## config.mk

```make
export PLATFORM = sky130hd
export DESIGN_NAME = image_input_loader
export DESIGN_NICKNAME = d
export VERILOG_FILES = /design/src/rtl/image_input_loader_pkg.sv /design/src/rtl/image_input_loader_pixel_binarizer.sv /design/src/rtl/image_input_loader.sv
export SDC_FILE = /design/constraint.sdc
export NUM_CORES = 1
export LEC_CHECK = 0
export CAP_MARGIN = 20
export CORE_AREA = 5 5 67 69
export DETAILED_ROUTE_END_ITERATION = 6
export DIE_AREA = 0 0 72 74
export HOLD_SLACK_MARGIN = 0.15
export MAX_ROUTING_LAYER = met4
export PLACE_DENSITY = 0.57
export RECOVER_POWER = 50
export SYNTH_ARGS = -nofsm -noshare
export SYNTH_HDL_FRONTEND = slang
export SYNTH_HIERARCHICAL = 1
export SYNTH_SLANG_ARGS = --single-unit
```

## constraint.sdc

```tcl
create_clock -name clk -period 2.2 [get_ports clk]
set_clock_uncertainty 0.2 [all_clocks]
set_input_delay 0.44 -clock clk [delete_from_list [all_inputs] [get_ports clk]]
set_output_delay 0.44 -clock clk [all_outputs]
set_load 0.005 [all_outputs]
```

## src/rtl/image_input_loader_pkg.sv

```systemverilog
// Shared definitions for the image input loader: FSM state encoding and the
// activation bank that holds the binarized input image.
package image_input_loader_pkg;

  typedef enum logic [2:0] {
    ST_IDLE   = 3'd0,
    ST_LOAD   = 3'd1,
    ST_SETTLE = 3'd2,
    ST_RUN    = 3'd3,
    ST_DONE   = 3'd4
  } loader_state_t;

  // Bank 0 holds the input layer; the compute stage and memory model agree on this.
  localparam int X_BANK_INPUT = 0;

endpackage

```

## src/rtl/image_input_loader_pixel_binarizer.sv

```systemverilog
// Registered threshold compare turning a grey-scale pixel into a 1-bit activation.
// With LOADER_ONES_COUNT_EN defined it also exposes the ones-count increment.
module pixel_binarizer #(
  parameter int PIX_W  = 8,
  parameter int THRESH = 128
) (
  input  logic             clk,
  input  logic             rst,
  input  logic             load,
  input  logic [PIX_W-1:0] pix_data,
  output logic             bit_q
`ifdef LOADER_ONES_COUNT_EN
  ,
  output logic             ones_inc
`endif
);

  logic is_one;

  assign is_one = (pix_data >= PIX_W'(THRESH));

  // Holds the last accepted activation so x_wdata stays stable between writes.
  always_ff @(posedge clk or negedge rst) begin
    if (!rst) begin
      bit_q <= 1'b0;
    end else if (load) begin
      bit_q <= is_one;
    end
  end

`ifdef LOADER_ONES_COUNT_EN
  assign ones_inc = load & is_one;
`endif

endmodule

```

## src/rtl/image_input_loader.sv

```systemverilog
// Loads one binarized frame into activation bank 0, then enables the compute stage
// until it finishes. Optional feature: LOADER_ONES_COUNT_EN adds the ones_count output.
module image_input_loader
  import image_input_loader_pkg::*;
#(
  parameter int X_ADDR_LEN = 10,
  parameter int X_SEL_LEN  = 2,
  parameter int X1_LEN     = 2,
  parameter int PIX_W      = 8,
  parameter int THRESH     = 128
) (
  input  logic                  clk,
  input  logic                  rst,
  input  logic                  start,
  input  logic                  pix_valid,
  input  logic [PIX_W-1:0]      pix_data,
  output logic                  pix_ready,
  output logic [X_ADDR_LEN-1:0] x_addr,
  output logic [X_SEL_LEN-1:0]  x_sel,
  output logic                  x_wq,
  output logic                  x_wdata,
  output logic                  compute_en,
  input  logic                  compute_finish,
  output logic                  busy,
  output logic                  done
`ifdef LOADER_ONES_COUNT_EN
  ,
  output logic [X_ADDR_LEN:0]   ones_count
`endif
);

  localparam logic [X_ADDR_LEN-1:0] LAST_ADDR = X_ADDR_LEN'(X1_LEN - 1);

  loader_state_t         state, state_next;
  logic [X_ADDR_LEN-1:0] cnt;
  logic                  handshake;
  logic                  start_accept;

  assign handshake    = pix_valid & pix_ready;
  assign start_accept = (state == ST_IDLE) & start;
  assign x_sel        = X_SEL_LEN'(X_BANK_INPUT);

  always_ff @(posedge clk or negedge rst) begin
    if (!rst) begin
      state <= ST_IDLE;
    end else begin
      state <= state_next;
    end
  end

  always_comb begin
    state_next = state;
    case (state)
      ST_IDLE:   if (start) state_next = ST_LOAD;
      ST_LOAD:   if (handshake && cnt == LAST_ADDR) state_next = ST_SETTLE;
      ST_SETTLE: state_next = ST_RUN;
      ST_RUN:    if (compute_finish) state_next = ST_DONE;
      ST_DONE:   state_next = ST_IDLE;
      default:   state_next = ST_IDLE;
    endcase
  end

  // Outputs are decoded from the next state so they are flops aligned with the state.
  always_ff @(posedge clk or negedge rst) begin
    if (!rst) begin
      pix_ready  <= 1'b0;
      compute_en <= 1'b0;
      busy       <= 1'b0;
      done       <= 1'b0;
      x_wq       <= 1'b0;
      x_addr     <= '0;
      cnt        <= '0;
    end else begin
      pix_ready  <= (state_next == ST_LOAD);
      compute_en <= (state_next == ST_RUN);
      busy       <= (state_next != ST_IDLE);
      done       <= (state_next == ST_DONE);
      x_wq       <= handshake;
      if (handshake) x_addr <= cnt;
      if (start_accept) begin
        cnt <= '0;
      end else if (handshake) begin
        cnt <= cnt + 1'b1;
      end
    end
  end

`ifdef LOADER_ONES_COUNT_EN
  logic ones_inc;

  pixel_binarizer #(.PIX_W(PIX_W), .THRESH(THRESH)) u_binarizer (
    .clk      (clk),
    .rst      (rst),
    .load     (handshake),
    .pix_data (pix_data),
    .bit_q    (x_wdata),
    .ones_inc (ones_inc)
  );

  always_ff @(posedge clk or negedge rst) begin
    if (!rst) begin
      ones_count <= '0;
    end else if (start_accept) begin
      ones_count <= '0;
    end else if (ones_inc) begin
      ones_count <= ones_count + 1'b1;
    end
  end
`else
  pixel_binarizer #(.PIX_W(PIX_W), .THRESH(THRESH)) u_binarizer (
    .clk      (clk),
    .rst      (rst),
    .load     (handshake),
    .pix_data (pix_data),
    .bit_q    (x_wdata)
  );
`endif

endmodule

```

==> out/results.md, run 1 <==
* number of enable flip-flop cells after synthesis: 0
* final critical path time including I/O delays and setup: 1960 ps
* Core Box Area: 0.00386 mm^2
* hold_buf cts: 0
* detailed-route DRC error count: 0
* IO buf count: 21
* final-layout setup total negative slack: 0 ps
* met1 Use GR: 0.123
* via count of the routed design: 929
* arrival time worst endpoint: 1930 ps
* Synth Register Bits: 29
* Hold Fails Final Rpt: 0
* sink count of the clock tree: 29
* VDD IR max: 594 uV
* most common flop cell mapped by yosys: sky130_fd_sc_hd__dfrtp_1
* data required time at the worst endpoint: 2170 ps
* Syn Inst Count: 111
* worst hold path class: register to register
* clock root buffer master: sky130_fd_sc_hd__clkbuf_8
* number of synthesis warnings: 6
* category of the most critical setup path: primary input to register
* RSZ-0062 raised after global routing: no
* launching element type of the critical path: primary input
* Syn Std Cell Area: 0.00131 mm^2
* fraction of layout instances using a drive strength above 1: 0.173
* endpoint kind of the worst setup timing path: register
* initial drt markers: 77
* number of top-level pins: 31
* GP Congestion: 0.800
* final core utilization: 0.426
* longest individual stage delay on the worst path: 450 ps
* met3 usage: 0.0365
* starting density of the core: 0.339
* maximum level of the CTS H-tree: 2
* count of cell types in the netlist: 39
* P_leak: 0.730 nW
* area of the die: 0.00533 mm^2
* buffers plus inverters on the worst setup path: 2
* Chip Height: 74 um
* measured slew at the worst slew-check pin: 714 ps
* via/cell ratio: 4.92
* number of buffers created by CTS: 5
* CTS tree: built
* number of post-CTS setup repair buffers: 0
* clock latency of the later-clocked register in the worst-skew pair: 280 ps
* drt wl/cell: 12.6 um
* Pwr Density: 1070 mW/mm^2
* met2 usage in global routing: 0.160
* clock transition time at the flip-flop clock pins of the worst setup and hold paths: 60 ps
* number of detailed-routing iterations run before antenna repair: 4
* result of the run: finished, final reports clean
* vias in the first global route: 945
* async set-reset flop share out of synthesis: 1.00
* largest fanout on the critical path: 12
* most congested layer reported by global routing: met2
* overall overflow remaining after global route: 0
* Layout area overhead: 25.9%
* initial antenna violation count: 0
* number of pins exceeding their max-slew limit in the final report: 0
* cell family with the largest share of critical-path delay: buffers and inverters
* final wirelength: 2380 um
* Clock Path Buffers: 2
* number of gates resized after CTS: 0
* number of rows in the core area: 23
* remaining number of nets flagged by the antenna check after routing: 0
* critical path's slowest cell: sky130_fd_sc_hd__clkdlybuf4s50_1
* diode insertion count for antenna repair: 0
* post-route clock period utilization: 0.890
* All-Layer GR Usage: 0.105
* maximum number of pins on one net before global-route repair: 30
* detailed placer's ending HPWL: 1720 um
* Final nets: 153
* global-route wire length before repair: 4150 um
* Setup violations, final: 0
* cell chain of the critical path: clkdlybuf4s50_1 -> nand2_1 -> inv_1 -> and4_1 -> o41ai_1
* reported max-cap violation count: 0
* fraction of the yosys area taken by sequential cells: 0.556
* Die Wd: 72 um
* normalized max-slew margin: 0.524
* Fmax achieved: 511 MHz
* Syn Area/Cell: 11.8 um^2
==> routing by layer <==
layer	share of wire	vias up	wire, um
met4	0.018	0	42
met3	0.057	6	136
met2	0.47	20	1120
li1	-	447	-
met5	0	-	0
met1	0.45	456	1080
==> final cells by class <==
class / instances / area, um^2
clock buffers: 7 / 96.3
clock inverters: 1 / 5.00
fillers: 402 / 2210
inverters: 7 / 26.3
multi-input cells: 70 / 494
flip-flops and latches: 29 / 726
well taps: 50 / 62.6
repair buffers: 25 / 234
==> synthesized netlist by cell type, types with 2 or more instances <==
| cell type | n | area, um^2 |
|---|---|---|
| sky130_fd_sc_hd__a21oi_1 | 5 | 25.0 |
| sky130_fd_sc_hd__buf_4 | 4 | 30.0 |
| sky130_fd_sc_hd__dfrtp_1 | 29 | 726 |
| sky130_fd_sc_hd__ha_1 | 2 | 25.0 |
| sky130_fd_sc_hd__inv_1 | 7 | 26.3 |
| sky130_fd_sc_hd__mux2_2 | 7 | 78.8 |
| sky130_fd_sc_hd__nand2_1 | 7 | 26.3 |
| sky130_fd_sc_hd__nand3_1 | 3 | 15.0 |
| sky130_fd_sc_hd__nor2_1 | 4 | 15.0 |
| sky130_fd_sc_hd__nor3_1 | 4 | 20.0 |
| sky130_fd_sc_hd__nor4_1 | 2 | 12.5 |
| sky130_fd_sc_hd__o21ai_0 | 6 | 30.0 |
| sky130_fd_sc_hd__o31ai_1 | 3 | 22.5 |
| sky130_fd_sc_hd__or3_1 | 2 | 12.5 |
| sky130_fd_sc_hd__or4_1 | 2 | 15.0 |
==> worst register-to-register path, stage by stage, from the launching register on <==
cell	delay [ps]
sky130_fd_sc_hd__dfrtp_1	430
sky130_fd_sc_hd__ha_1	200
sky130_fd_sc_hd__nand4_1	200
sky130_fd_sc_hd__or4_1	510
sky130_fd_sc_hd__a21oi_1	170
==> cell families (layout without fill, tap and decap cells) <==
| kind of cell | after synthesis | in the layout | share of synthesized area |
|---|---|---|---|
| xor+xnor | 2 | 2 | 0.0134 |
| other cells | 1 | 2 | 0.00287 |
| buf+inv | 13 | 40 | 0.0671 |
| simple gates | 35 | 35 | 0.164 |
| flops | 29 | 29 | 0.556 |
| compound gates | 20 | 20 | 0.0987 |
| mux | 9 | 9 | 0.0795 |
| fa+ha+maj | 2 | 2 | 0.0192 |
==> cells in the final DEF (no fill, tap or decap), types with 2 or more instances in the layout <==
cell	count
sky130_fd_sc_hd__dfrtp_1	29
sky130_fd_sc_hd__or4_1	2
sky130_fd_sc_hd__clkbuf_8	7
sky130_fd_sc_hd__o21ai_0	6
sky130_fd_sc_hd__or3_1	2
sky130_fd_sc_hd__o31ai_1	3
sky130_fd_sc_hd__nand2_1	8
sky130_fd_sc_hd__dlygate4sd3_1	3
sky130_fd_sc_hd__nand3_1	3
sky130_fd_sc_hd__nor4_1	2
sky130_fd_sc_hd__nor2_1	4
sky130_fd_sc_hd__clkdlybuf4s50_1	18
sky130_fd_sc_hd__inv_1	7
sky130_fd_sc_hd__conb_1	2
sky130_fd_sc_hd__nor3_1	4
sky130_fd_sc_hd__ha_1	2
sky130_fd_sc_hd__buf_4	2
sky130_fd_sc_hd__mux2_2	7
sky130_fd_sc_hd__a21oi_1	5
==> where the power goes <==
group          internal, mW  switching (mW)  total, mW
Sequential            0.668           0.128      0.796
Clock                 0.282           0.192      0.474
Combinational         0.286           0.210      0.496
Total                  1.24           0.530       1.77
==> state kept, by name (all words and copies together) (netlist names) <==
signal	flops
done	1
busy	1
compute_en	1
pix_ready	1
x_addr	10
cnt	10
state	3
u_binarizer/bit_q	1
x_wq	1
==> final timing paths <==
| check | end | cells after the start | slack, ps | start |
|---|---|---|---|---|
| min in group asynchronous | x_addr[4] | 2 | 560 | rst |
| min reg2reg | x_addr[7] | 2 | 280 | x_addr[7] |
| max reg2reg | cnt[8] | 4 | 410 | cnt[0] |
| max in group asynchronous | x_addr[5] | 2 | 780 | rst |
| min | x_addr[7] | 2 | 280 | x_addr[7] |
| max | pix_ready | 5 | 240 | pix_valid |
==> metrics by stage <==
step / cell area, um^2 / setup WS [ps] / total power, mW / instances / hold WS, ps
after global placement: 1550 / 101 / 1.31 / 181 / 264
after floorplan: 1310 / 588 / 1.10 / 112 / -55.6
after detailed placement: 1550 / 62.3 / 1.32 / 181 / 272
after CTS: 1650 / 329 / 1.80 / 189 / 284
after global routing: 1640 / 136 / 1.89 / 189 / 328
final: 1640 / 241 / 1.77 / 189 / 276
(Power assumes the default switching activity.)
==> run 2, diff against run 1 <==
--- a/config.mk
+++ b/config.mk
@@ -11,7 +11,6 @@
 export DIE_AREA = 0 0 72 74
 export HOLD_SLACK_MARGIN = 0.15
 export MAX_ROUTING_LAYER = met4
-export PLACE_DENSITY = 0.57
 export RECOVER_POWER = 50
 export SYNTH_ARGS = -nofsm -noshare
 export SYNTH_HDL_FRONTEND = slang
==> out/results.md, run 2 (same netlist as run 1, synthesis figures left out) <==
* RSZ-0062 raised after global routing: no
* endpoint kind of the worst setup timing path: register
* Finished Cell Area: 0.00165 mm^2, +0.15%
* largest fanout on the critical path: 13, +1
* highest-count cells in the layout ignoring fill and taps: 29 x sky130_fd_sc_hd__dfrtp_1, 17 x sky130_fd_sc_hd__clkdlybuf4s50_1
* maximum number of pins on one net before global-route repair: 30, unchanged
* category of the most critical setup path: primary input to register
* final critical path time including I/O delays and setup: 1950 ps, -9.42 ps
* area of the die: 0.00533 mm^2, unchanged
* remaining number of nets flagged by the antenna check after routing: 0, unchanged
* worst slack after detailed placement: 63.3 ps, +1.02 ps
* arrival time worst endpoint: 1920 ps, about the same
* initial drt markers: 24, -69%
* detailed placer's ending HPWL: 1720 um, unchanged
* Hold Worst Slack: 279 ps, +3.24 ps
* Pwr Density: 1080 mW/mm^2, +0.10%
* maximum level of the CTS H-tree: 2, unchanged
* Die Wd: 72 um, unchanged
* Core Box Area: 0.00386 mm^2, unchanged
* global-route wire length before repair: 4010 um, -3.3%
* most common cell after layout, fill and taps aside: sky130_fd_sc_hd__dfrtp_1
* diode insertion count for antenna repair: 0, unchanged
* fraction of layout instances using a drive strength above 1: 0.180, +0.00719
* number of filler cells placed in the layout: 393, -2.2%
* VDD IR max: 495 uV, -17%
* launching element type of the critical path: primary input
* Final nets: 153, unchanged
* longest individual stage delay on the worst path: 590 ps, +140 ps
* Clock Path Buffers: 2, unchanged
* number of gates resized after CTS: 0, unchanged
* clock transition time at the flip-flop clock pins of the worst setup and hold paths: 60 ps, about the same
* Chip Height: 74 um, unchanged
* IO buf count: 21, unchanged
* number of post-CTS setup repair buffers: 0, unchanged
* starting density of the core: 0.339, unchanged
* post-route clock period utilization: 0.886, -0.00428
* worst min-delay path startpoint: x_addr[3]
* number of detailed-routing iterations run before antenna repair: 2, -2
* Cells after DPL: 181, unchanged
* number of buffers created by CTS: 5, unchanged
* cell chain of the critical path: dlygate4sd3_1 -> nand2_2 -> inv_1 -> and4_1 -> o41ai_1
* number of top-level pins: 31, unchanged
* vias in the first global route: 881, -6.8%
* logic depth of the worst setup path including buffers: 5, unchanged
* final core utilization: 0.427, +0.000648
* final wirelength: 2400 um, +1.1%
* worst setup margin: 251 ps, +9.42 ps
* worst setup path endpoint: pix_ready
* reported max-cap violation count: 0, unchanged
* cell family with the largest share of critical-path delay: buffers and inverters
* Setup violations, final: 0, unchanged
* result of the run: finished, final reports clean
* detailed-route DRC error count: 0, unchanged
* overall overflow remaining after global route: 0, unchanged
* start point of the critical path: pix_valid
* largest registers: cnt (10), x_addr (10), state (3)
* All-Layer GR Usage: 0.105, -0.000500
* via/cell ratio: 4.80, -2.4%
* clock latency of the later-clocked register in the worst-skew pair: 280 ps, about the same
* final-layout setup total negative slack: 0 ps, unchanged
* Power Total: 1.77 mW, +0.26%
* data required time at the worst endpoint: 2170 ps, about the same
* Fmax achieved: 513 MHz, +0.48%
* R2R depth: 4, unchanged
* clock root buffer master: sky130_fd_sc_hd__clkbuf_8
* via count of the routed design: 907, -2.4%
* Layout Cells excl Fill: 189, unchanged
* CTS tree: built
* hold_buf cts: 0, unchanged
* critical path's slowest cell: sky130_fd_sc_hd__dlygate4sd3_1
* Hold Fails Final Rpt: 0, unchanged
* buffers plus inverters on the worst setup path: 2, unchanged
* GP Congestion: 0.822, +2.7%
* sink count of the clock tree: 29, unchanged
* worst hold path class: register to register
* post-detailed-placement cell area: 0.00155 mm^2, unchanged
* drt wl/cell: 12.7 um, +1.1%
* worst reg2reg endpoint: cnt[8]
* Reg2Reg Launch Point: cnt[0]
* number of pins exceeding their max-slew limit in the final report: 0, unchanged
* measured slew at the worst slew-check pin: 700 ps, -14.9 ps
* r2r setup slk: 440 ps, +30 ps
* normalized max-slew margin: 0.534, +0.00994
* initial antenna violation count: 0, unchanged
* P_leak: 0.730 nW, about the same
* Layout area overhead: 26.1%
* number of rows in the core area: 23, unchanged
-- run 2: worst min path at each step --
| stage | endpoint | slack (ps) | depth (start not counted) |
|---|---|---|---|
| 3_5_place_dp | x_addr[7] | 270 | 2 |
| 2_1_floorplan | busy | -60 | 0 |
| 5_1_grt | x_addr[7] | 300 | 2 |
| 6_report | x_addr[3] | 280 | 2 |
| 4_1_cts | x_addr[7] | 290 | 2 |
| 3_3_place_gp | x_addr[7] | 260 | 2 |
-- run 2: layout make-up --
type / count / area [um^2] / area share
flip-flops and latches: 29 / 726 / 0.441
multi-input cells: 70 / 497 / 0.302
repair buffers: 25 / 234 / 0.142
clock buffers: 7 / 96.3 / 0.0585
well taps: 50 / 62.6 / 0.0380
inverters: 7 / 26.3 / 0.0160
clock inverters: 1 / 5.00 / 0.00304
-- run 2: report_power, final --
part	internal, mW	switching (mW)	total (mW)
Combinational	0.288	0.214	0.501
Clock	0.282	0.191	0.473
Sequential	0.668	0.128	0.796
-- run 2: routing by layer --
layer  wire length (um)  GRT usage  vias to the layer above
met1               1130      0.124                      431
met5                  0          -                        -
li1                   -          -                      451
met3                132     0.0486                        6
met2               1070      0.151                       19
met4                 59     0.0501                        0
-- run 2: worst register-to-register path: cells and delay by family (launching register included) --
family,cells,cell delay [ps]
simple gates,2,700
flops,1,420
fa+ha+maj,1,200
compound gates,1,160
